[config.mk]
export PLATFORM = sky130hd
export DESIGN_NAME = data_mem_ctrl
export DESIGN_NICKNAME = d
export VERILOG_FILES = /design/src/rtl/data_mem_ctrl.sv
export SDC_FILE = /design/constraint.sdc
export NUM_CORES = 1
export LEC_CHECK = 0
export CAP_MARGIN = 20
export CORE_MARGIN = 3
export CORE_UTILIZATION = 35
export DETAILED_ROUTE_END_ITERATION = 10
export PLACE_DENSITY = 0.61
export SYNTH_ARGS = -nofsm -noshare
export SYNTH_HDL_FRONTEND = slang
export SYNTH_SLANG_ARGS = --single-unit
[constraint.sdc]
create_clock -name clk -period 4.1 [get_ports clk]
set_clock_uncertainty 0.2 [all_clocks]
set_input_delay 0.82 -clock clk [delete_from_list [all_inputs] [get_ports clk]]
set_output_delay 0.82 -clock clk [all_outputs]
set_load 0.05 [all_outputs]
[src/rtl/data_mem_ctrl.sv]
`default_nettype none
// +----------------------------------------------------------------------------+
// | Module   : data_mem_ctrl                                                   |
// | Purpose  : Bridges the pipeline MEM stage to a word-addressed data RAM.    |
// |            Takes a byte address and sends a word index to the RAM.         |
// |            Loads come back byte, halfword or word wide, sign- or zero-     |
// |            extended. Sub-word stores use read-modify-write. The pipeline   |
// |            is stalled while an access is in flight. Byte order is little-  |
// |            endian, so byte lane 0 is bits [7:0].                           |
// | Ports    : clk, reset (async, active-high)                                 |
// |            req_valid/req_write/req_size/req_signed/req_addr/req_wdata :    |
// |              request from the MEM stage                                    |
// |            stall : combinational pipeline hold                             |
// |            rsp_valid/rsp_rdata/rsp_err : completion pulse, load data and   |
// |              misalignment flag                                             |
// |            ram_enable/ram_rw/ram_addr/ram_wdata/ram_rdata : RAM port       |
// |              (ram_rw 1=read, 0=write)                                      |
// | Config   : define MEMCTRL_MISALIGN_TRAP_EN to report misaligned halfword   |
// |            and word accesses through rsp_err, leaving the RAM untouched.   |
// |            When it is undefined, misaligned low address bits are ignored.  |
// | Revision : 1.0 - initial release                                           |
// +----------------------------------------------------------------------------+
module data_mem_ctrl #(
    parameter int RD_LAT = 1,   // cycles enable is held for a read, 1..4
    parameter int ADDR_W = 8    // word-index width, RAM depth = 2**ADDR_W
) (
    input  logic        clk,
    input  logic        reset,
    input  logic        req_valid,
    input  logic        req_write,
    input  logic [1:0]  req_size,
    input  logic        req_signed,
    input  logic [31:0] req_addr,
    input  logic [31:0] req_wdata,
    output logic        stall,
    output logic        rsp_valid,
    output logic [31:0] rsp_rdata,
    output logic        rsp_err,
    output logic        ram_enable,
    output logic        ram_rw,
    output logic [31:0] ram_addr,
    output logic [31:0] ram_wdata,
    input  logic [31:0] ram_rdata
);

    localparam logic [2:0] c_ST_IDLE  = 3'd0;
    localparam logic [2:0] c_ST_SETUP = 3'd1;
    localparam logic [2:0] c_ST_RD    = 3'd2;
    localparam logic [2:0] c_ST_MERGE = 3'd3;
    localparam logic [2:0] c_ST_WR    = 3'd4;
    localparam logic [2:0] c_ST_RESP  = 3'd5;
    localparam logic [2:0] c_ST_ERR   = 3'd6;

    localparam logic [2:0] c_LAT_INIT = 3'(RD_LAT - 1);

    logic [2:0]  r_state, w_nxt_state;
    logic [2:0]  r_lat_cnt, w_nxt_cnt;
    logic        r_write, r_signed;
    logic [1:0]  r_size, r_lane;
    logic [15:0] r_wdata_lo;
    logic        r_ram_enable, w_nxt_en;
    logic        r_ram_rw, w_nxt_rw;
    logic [31:0] r_ram_addr, w_nxt_addr;
    logic [31:0] r_ram_wdata, w_nxt_wdata;
    logic        r_rsp_valid, w_nxt_rsp_valid;
    logic        r_rsp_err, w_nxt_rsp_err;
    logic [31:0] r_rsp_rdata, w_nxt_rsp_rdata;
    logic        w_misalign;
    logic        w_accept;
    logic        w_unused;

`ifdef MEMCTRL_MISALIGN_TRAP_EN
    assign w_misalign = ((req_size == 2'b01) & req_addr[0]) |
                        (req_size[1] & (req_addr[1:0] != 2'b00));
`else
    // Low address bits are dropped by lane selection, so a misaligned
    // access simply becomes the aligned one.
    assign w_misalign = 1'b0;
`endif

    // Address bits above the RAM depth wrap silently.
    assign w_unused = &{1'b0, req_addr[31:ADDR_W+2]};
    assign w_accept = (r_state == c_ST_IDLE) & req_valid;

    assign stall      = w_accept | ((r_state != c_ST_IDLE) & (r_state != c_ST_RESP));
    assign rsp_valid  = r_rsp_valid;
    assign rsp_rdata  = r_rsp_rdata;
    assign rsp_err    = r_rsp_err;
    assign ram_enable = r_ram_enable;
    assign ram_rw     = r_ram_rw;
    assign ram_addr   = r_ram_addr;
    assign ram_wdata  = r_ram_wdata;

    // Pick out the addressed lane and extend it. Size 11 counts as a word.
    function automatic logic [31:0] f_extract(input logic [31:0] word, input logic [1:0] size,
                                              input logic [1:0] lane, input logic sgn);
        logic [7:0]  b;
        logic [15:0] h;
        logic [31:0] r;
        b = word[{lane, 3'b000} +: 8];
        h = lane[1] ? word[31:16] : word[15:0];
        case (size)
            2'b00:   r = {{24{sgn & b[7]}}, b};
            2'b01:   r = {{16{sgn & h[15]}}, h};
            default: r = word;
        endcase
        return r;
    endfunction

    // Put the store data into the addressed byte or halfword lane of the word read back.
    function automatic logic [31:0] f_merge(input logic [31:0] word, input logic [1:0] size,
                                            input logic [1:0] lane, input logic [15:0] wd);
        logic [31:0] r;
        r = word;
        if (size == 2'b00)
            r[{lane, 3'b000} +: 8] = wd[7:0];
        else if (lane[1])
            r[31:16] = wd;
        else
            r[15:0] = wd;
        return r;
    endfunction

    // Each output is registered. The value loaded at an edge is the value
    // for the state being entered.
    always_comb begin
        w_nxt_state     = r_state;
        w_nxt_cnt       = r_lat_cnt;
        w_nxt_en        = 1'b0;
        w_nxt_rw        = r_ram_rw;
        w_nxt_addr      = r_ram_addr;
        w_nxt_wdata     = r_ram_wdata;
        w_nxt_rsp_valid = 1'b0;
        w_nxt_rsp_err   = 1'b0;
        w_nxt_rsp_rdata = r_rsp_rdata;
        case (r_state)
            c_ST_IDLE: begin
                if (req_valid) begin
                    if (w_misalign) begin
                        w_nxt_state     = c_ST_ERR;
                        w_nxt_rsp_valid = 1'b1;
                        w_nxt_rsp_err   = 1'b1;
                    end else begin
                        w_nxt_state = c_ST_SETUP;
                        w_nxt_addr  = 32'(req_addr[ADDR_W+1:2]);
                        // Only a full-word store skips the read.
                        w_nxt_rw    = ~(req_write & req_size[1]);
                        if (req_write & req_size[1])
                            w_nxt_wdata = req_wdata;
                    end
                end
            end
            c_ST_SETUP: begin
                w_nxt_en = 1'b1;
                if (r_ram_rw) begin
                    w_nxt_state = c_ST_RD;
                    w_nxt_cnt   = c_LAT_INIT;
                end else begin
                    w_nxt_state = c_ST_WR;
                end
            end
            c_ST_RD: begin
                if (r_lat_cnt == 3'd0) begin
                    if (r_write) begin
                        w_nxt_state = c_ST_MERGE;
                        w_nxt_rw    = 1'b0;
                        w_nxt_wdata = f_merge(ram_rdata, r_size, r_lane, r_wdata_lo);
                    end else begin
                        w_nxt_state     = c_ST_RESP;
                        w_nxt_rsp_valid = 1'b1;
                        w_nxt_rsp_rdata = f_extract(ram_rdata, r_size, r_lane, r_signed);
                    end
                end else begin
                    w_nxt_en  = 1'b1;
                    w_nxt_cnt = r_lat_cnt - 3'd1;
                end
            end
            c_ST_MERGE: begin
                w_nxt_state = c_ST_WR;
                w_nxt_en    = 1'b1;
            end
            c_ST_WR: begin
                w_nxt_state     = c_ST_RESP;
                w_nxt_rw        = 1'b1;
                w_nxt_rsp_valid = 1'b1;
            end
            c_ST_RESP: w_nxt_state = c_ST_IDLE;
            c_ST_ERR:  w_nxt_state = c_ST_IDLE;
            default:   w_nxt_state = c_ST_IDLE;
        endcase
    end

    always_ff @(posedge clk or posedge reset) begin
        if (reset) begin
            r_state      <= c_ST_IDLE;
            r_lat_cnt    <= 3'd0;
            r_write      <= 1'b0;
            r_signed     <= 1'b0;
            r_size       <= 2'b00;
            r_lane       <= 2'b00;
            r_wdata_lo   <= 16'h0000;
            r_ram_enable <= 1'b0;
            r_ram_rw     <= 1'b1;
            r_ram_addr   <= 32'h0;
            r_ram_wdata  <= 32'h0;
            r_rsp_valid  <= 1'b0;
            r_rsp_err    <= 1'b0;
            r_rsp_rdata  <= 32'h0;
        end else begin
            r_state      <= w_nxt_state;
            r_lat_cnt    <= w_nxt_cnt;
            r_ram_enable <= w_nxt_en;
            r_ram_rw     <= w_nxt_rw;
            r_ram_addr   <= w_nxt_addr;
            r_ram_wdata  <= w_nxt_wdata;
            r_rsp_valid  <= w_nxt_rsp_valid;
            r_rsp_err    <= w_nxt_rsp_err;
            r_rsp_rdata  <= w_nxt_rsp_rdata;
            if (w_accept) begin
                r_write    <= req_write;
                r_signed   <= req_signed;
                r_size     <= req_size;
                r_lane     <= req_addr[1:0];
                r_wdata_lo <= req_wdata[15:0];
            end
        end
    end

endmodule
`default_nettype wire

==> run_summary.xml <==
<?xml version="1.0" encoding="UTF-8"?>
<metrics>
  <group name="outcome">
    <metric name="run_status" unit="">finished, final reports clean</metric>
  </group>
  <group name="logic_synthesis">
    <metric name="synth_top_area_share" unit="%">41.34</metric>
    <metric name="synthMostInstantiatedCell" unit="">sky130_fd_sc_hd__dfrtp_1</metric>
    <metric name="synth_cell_type_count" unit="">52</metric>
    <metric name="synth_area_leaders" unit="">sky130_fd_sc_hd__dfrtp_1 (41%), sky130_fd_sc_hd__mux2_2 (6.4%), sky130_fd_sc_hd__mux2i_1 (5.5%), sky130_fd_sc_hd__a31oi_1 (4.1%), sky130_fd_sc_hd__buf_4 (4.0%)</metric>
    <metric name="syn_area" unit="µm²">6175</metric>
    <metric name="async_flop_share" unit="%">100.0</metric>
    <metric name="mean_post_synth_cell_area" unit="µm²">9.216</metric>
    <metric name="synthDominantAreaCellType" unit="">sky130_fd_sc_hd__dfrtp_1</metric>
    <metric name="synth_cells" unit="">670</metric>
    <metric name="total_of_flip_flops_plus_latches_after_synthesis" unit="">103</metric>
    <metric name="synth_warnings" unit="">0</metric>
    <metric name="synth.top_cells.by_count" unit="">sky130_fd_sc_hd__dfrtp_1 (102), sky130_fd_sc_hd__nand2_1 (64), sky130_fd_sc_hd__nor2_1 (53)</metric>
    <metric name="synth_edf_count" unit="">0</metric>
    <metric name="leading_register_cell_type_out_of_synthesis" unit="">sky130_fd_sc_hd__dfrtp_1</metric>
    <metric name="yosysSeqAreaShare" unit="%">41.76</metric>
  </group>
  <group name="route">
    <metric name="drtAntennaViolNets" unit="">0</metric>
    <metric name="final_routed_wirelength_across_all_metal_layers" unit="µm">19010</metric>
    <metric name="drt_first_pass_iters" unit="">8</metric>
    <metric name="drt_iter0_drc" unit="">462</metric>
    <metric name="route.vias.total" unit="">5470</metric>
    <metric name="vias_per_cell" unit="">5.400</metric>
    <metric name="average_wire_per_standard_cell" unit="µm">18.76</metric>
    <metric name="post_route_drc" unit="">0</metric>
  </group>
  <group name="placement">
    <metric name="dp_hpwl" unit="µm">13990</metric>
    <metric name="routabilityCongestion" unit="">0.8838</metric>
    <metric name="place.detailed.instances" unit="">997</metric>
    <metric name="place.port_buffers" unit="">156</metric>
  </group>
  <group name="layout">
    <metric name="layout.cells.non_filler" unit="">1013</metric>
    <metric name="syn2layout_area_growth" unit="%">30.37</metric>
    <metric name="layout-drive-gt1-share" unit="%">9.584</metric>
    <metric name="antenna_cells" unit="">0</metric>
    <metric name="final_net_count" unit="">898</metric>
    <metric name="fillerInstances" unit="">1611</metric>
  </group>
  <group name="floorplanning">
    <metric name="total_number_of_placement_rows" unit="">47</metric>
    <metric name="initial_utilization" unit="%">36.46</metric>
    <metric name="boundaryPins" unit="">204</metric>
    <metric name="placeableCoreArea" unit="µm²">16940</metric>
    <metric name="chipHeight" unit="µm">138.8</metric>
    <metric name="die_area" unit="µm²">19270</metric>
    <metric name="die_w" unit="µm">138.8</metric>
  </group>
  <group name="grt">
    <metric name="global_route_wire_length_before_repair" unit="µm">29380</metric>
    <metric name="antenna_found_initial" unit="">0</metric>
    <metric name="grt_pass1_vias" unit="">5214</metric>
    <metric name="grt_overflow" unit="">0</metric>
    <metric name="globalRouteTotalUtil" unit="%">19.07</metric>
    <metric name="maximum_number_of_pins_on_one_net_before_global_route_repair" unit="">65</metric>
  </group>
  <group name="critical_path">
    <metric name="critical_path_arrival" unit="ns">2.46</metric>
    <metric name="timing.critical_path.from_type" unit="">input port</metric>
    <metric name="crit_path_max_fanout" unit="">4</metric>
    <metric name="critical_path_class" unit="">in -&gt; out</metric>
    <metric name="crit_required" unit="ns">3.08</metric>
    <metric name="timing.critical_path.to_type" unit="">output port</metric>
  </group>
  <group name="timing">
    <metric name="final_period_minus_worst_setup_slack" unit="ns">3.479</metric>
    <metric name="final_hold_viol_count" unit="">0</metric>
    <metric name="max_slew.worst_pin.slew" unit="ns">0.9409</metric>
    <metric name="max_clock_freq" unit="MHz">287.5</metric>
    <metric name="whs" unit="ns">0.2792</metric>
    <metric name="post-route-period-util" unit="%">84.85</metric>
    <metric name="final_setup_tns" unit="ns">0</metric>
    <metric name="max_slew_margin" unit="%">37.27</metric>
    <metric name="setup_viol_count_final" unit="">0</metric>
    <metric name="rsz_0062_raised_after_global_routing" unit="">false</metric>
    <metric name="report.final.slew_viol_count" unit="">0</metric>
  </group>
  <group name="power_and_ir_drop">
    <metric name="switching_share" unit="%">49.60</metric>
    <metric name="part_of_the_power_in_combinational_logic" unit="%">60.0</metric>
    <metric name="clock_power_share" unit="%">13.0</metric>
    <metric name="ir_drop" unit="V">0.0004713</metric>
    <metric name="power_report.internal_total" unit="W">0.003647</metric>
    <metric name="static-leakage-power" unit="nW">3.369</metric>
    <metric name="power.switching" unit="W">0.003589</metric>
    <metric name="sequential_cell_fraction_of_total_power" unit="%">27.1</metric>
    <metric name="power.density_cell_area" unit="nW/µm²">898.9</metric>
  </group>
  <group name="clock_network">
    <metric name="cts_post_setup_buffers_inserted" unit="">0</metric>
    <metric name="number_of_hold_buffers_added_after_cts" unit="">0</metric>
    <metric name="cts.sinks" unit="">103</metric>
    <metric name="maximum_level_of_the_cts_h_tree" unit="">3</metric>
    <metric name="numCtsBuffers" unit="">9</metric>
    <metric name="cts.repair.resized" unit="">0</metric>
    <metric name="ctsLongestPathBuffers" unit="">2</metric>
    <metric name="tritoncts" unit="">done</metric>
    <metric name="worstSkewPairLatency" unit="ns">0.36</metric>
    <metric name="cts.reportedPaths.clkPinSlew" unit="ns">0.07</metric>
    <metric name="root_buffer_cell" unit="">sky130_fd_sc_hd__clkbuf_16</metric>
  </group>
  <group name="worst_hold_path">
    <metric name="min-delay-path-class" unit="">reg -&gt; reg</metric>
  </group>
  <group name="run">
    <metric name="cap_violations" unit="">0</metric>
  </group>
</metrics>
==> placed cells by master, fill, tap and decap left out, types with 8 or more instances in the layout <==
cell / instances
sky130_fd_sc_hd__mux2i_1: 34
sky130_fd_sc_hd__nand4b_1: 8
sky130_fd_sc_hd__inv_1: 31
sky130_fd_sc_hd__a221oi_1: 9
sky130_fd_sc_hd__clkbuf_16: 9
sky130_fd_sc_hd__buf_4: 10
sky130_fd_sc_hd__a31oi_1: 40
sky130_fd_sc_hd__nand3b_1: 9
sky130_fd_sc_hd__a221o_1: 8
sky130_fd_sc_hd__a22oi_1: 8
sky130_fd_sc_hd__nor2_1: 53
sky130_fd_sc_hd__a21o_1: 10
sky130_fd_sc_hd__mux2_2: 35
sky130_fd_sc_hd__conb_1: 25
sky130_fd_sc_hd__clkdlybuf4s50_1: 156
sky130_fd_sc_hd__nand3_1: 8
sky130_fd_sc_hd__dfrtp_1: 101
sky130_fd_sc_hd__o21ai_0: 32
sky130_fd_sc_hd__nand2_1: 64
sky130_fd_sc_hd__o22ai_1: 25
sky130_fd_sc_hd__a21oi_1: 47
==> state kept, by name, summed over array words and instances, names as in the netlist <==
register / cells
ram_wdata: 32
rsp_rdata: 32
r_wdata_lo: 16
ram_addr: 8
r_lat_cnt: 3
r_state: 3
r_lane: 2
r_size: 2
r_signed: 1
r_write: 1
ram_enable: 1
ram_rw: 1
rsp_valid: 1
==> kinds of logic after synthesis <==
family	share of synthesized area (%)
AND/OR/NAND/NOR	13.33
flip-flops	41.76
AO/OA/AOI/OAI	21.46
multiplexers	12.26
adder cells (fa/ha/maj)	1.418
buffers and inverters	9.706
other	0.06073
==> critical path, stage by stage <==
cell	delay (ns)
sky130_fd_sc_hd__clkdlybuf4s50_1	0.46
sky130_fd_sc_hd__nor3_1	0.15
sky130_fd_sc_hd__a21oi_1	0.05
sky130_fd_sc_hd__or2_2	0.28
sky130_fd_sc_hd__clkdlybuf4s50_1	0.70
==> power groups by stage <==
stage,clock [W],sequential [W],combinational (W)
global placement,0,0.00195,0.00428
finish,0.000938,0.00196,0.00434
detailed placement,0,0.00198,0.00434
CTS,0.000957,0.00196,0.00436
floorplan,0,0.00309,0.00196
global route,0.00101,0.00203,0.00462
==> per-stage QoR <==
| stage | cell area [µm²] | power [W] | setup slack, ns | util (%) |
|---|---|---|---|---|
| 6_report | 8050 | 0.007236 | 0.6213 | 47.53 |
| 5_1_grt | 8050 | 0.007660 | 0.5357 | 47.53 |
| 4_1_cts | 8050 | 0.007275 | 0.6058 | 47.53 |
| 3_5_place_dp | 7726 | 0.006318 | 0.6118 | 45.62 |
| 3_3_place_gp | 7726 | 0.006234 | 0.6158 | 45.62 |
| 2_1_floorplan | 6265 | 0.005046 | 0.3778 | - |
==> layer usage <==
| metal | share of wire [%] | wire length [µm] | GRT usage [%] |
|---|---|---|---|
| met1 | 44 | 8321 | 25.58 |
| met2 | 47 | 9020 | 30.43 |
| met3 | 7.5 | 1434 | 5.724 |
| met4 | 1.2 | 230 | 4.634 |
| met5 | 0 | 0 | 0 |
==> cell type report <==
cell class                 count  area (µm²)  area share, %
inverter                      33       126.4          1.570
sequential                   103        2580          32.05
tap                          220       275.3          3.419
clock inverter                 5       81.33          1.010
timing repair buffer         167        1657          20.58
clock buffer                  11       242.7          3.015
multi-input combinational    474        3088          38.36
==> path summary, 6_finish.rpt <==
kind | from | endpoint | slack, ns | depth (start not counted)
max in group asynchronous | reset | ram_rw | 2.23 | 3
worst max-delay path | req_valid | stall | 0.62 | 5
worst min-delay path | rsp_rdata[12] | rsp_rdata[12] | 0.28 | 1
worst max register to register | r_lane[0] | ram_wdata[14] | 1.28 | 7
min in group asynchronous | reset | ram_addr[7] | 0.67 | 2
worst min register to register | rsp_rdata[12] | rsp_rdata[12] | 0.28 | 1
Power figures use the tool's default switching activity.
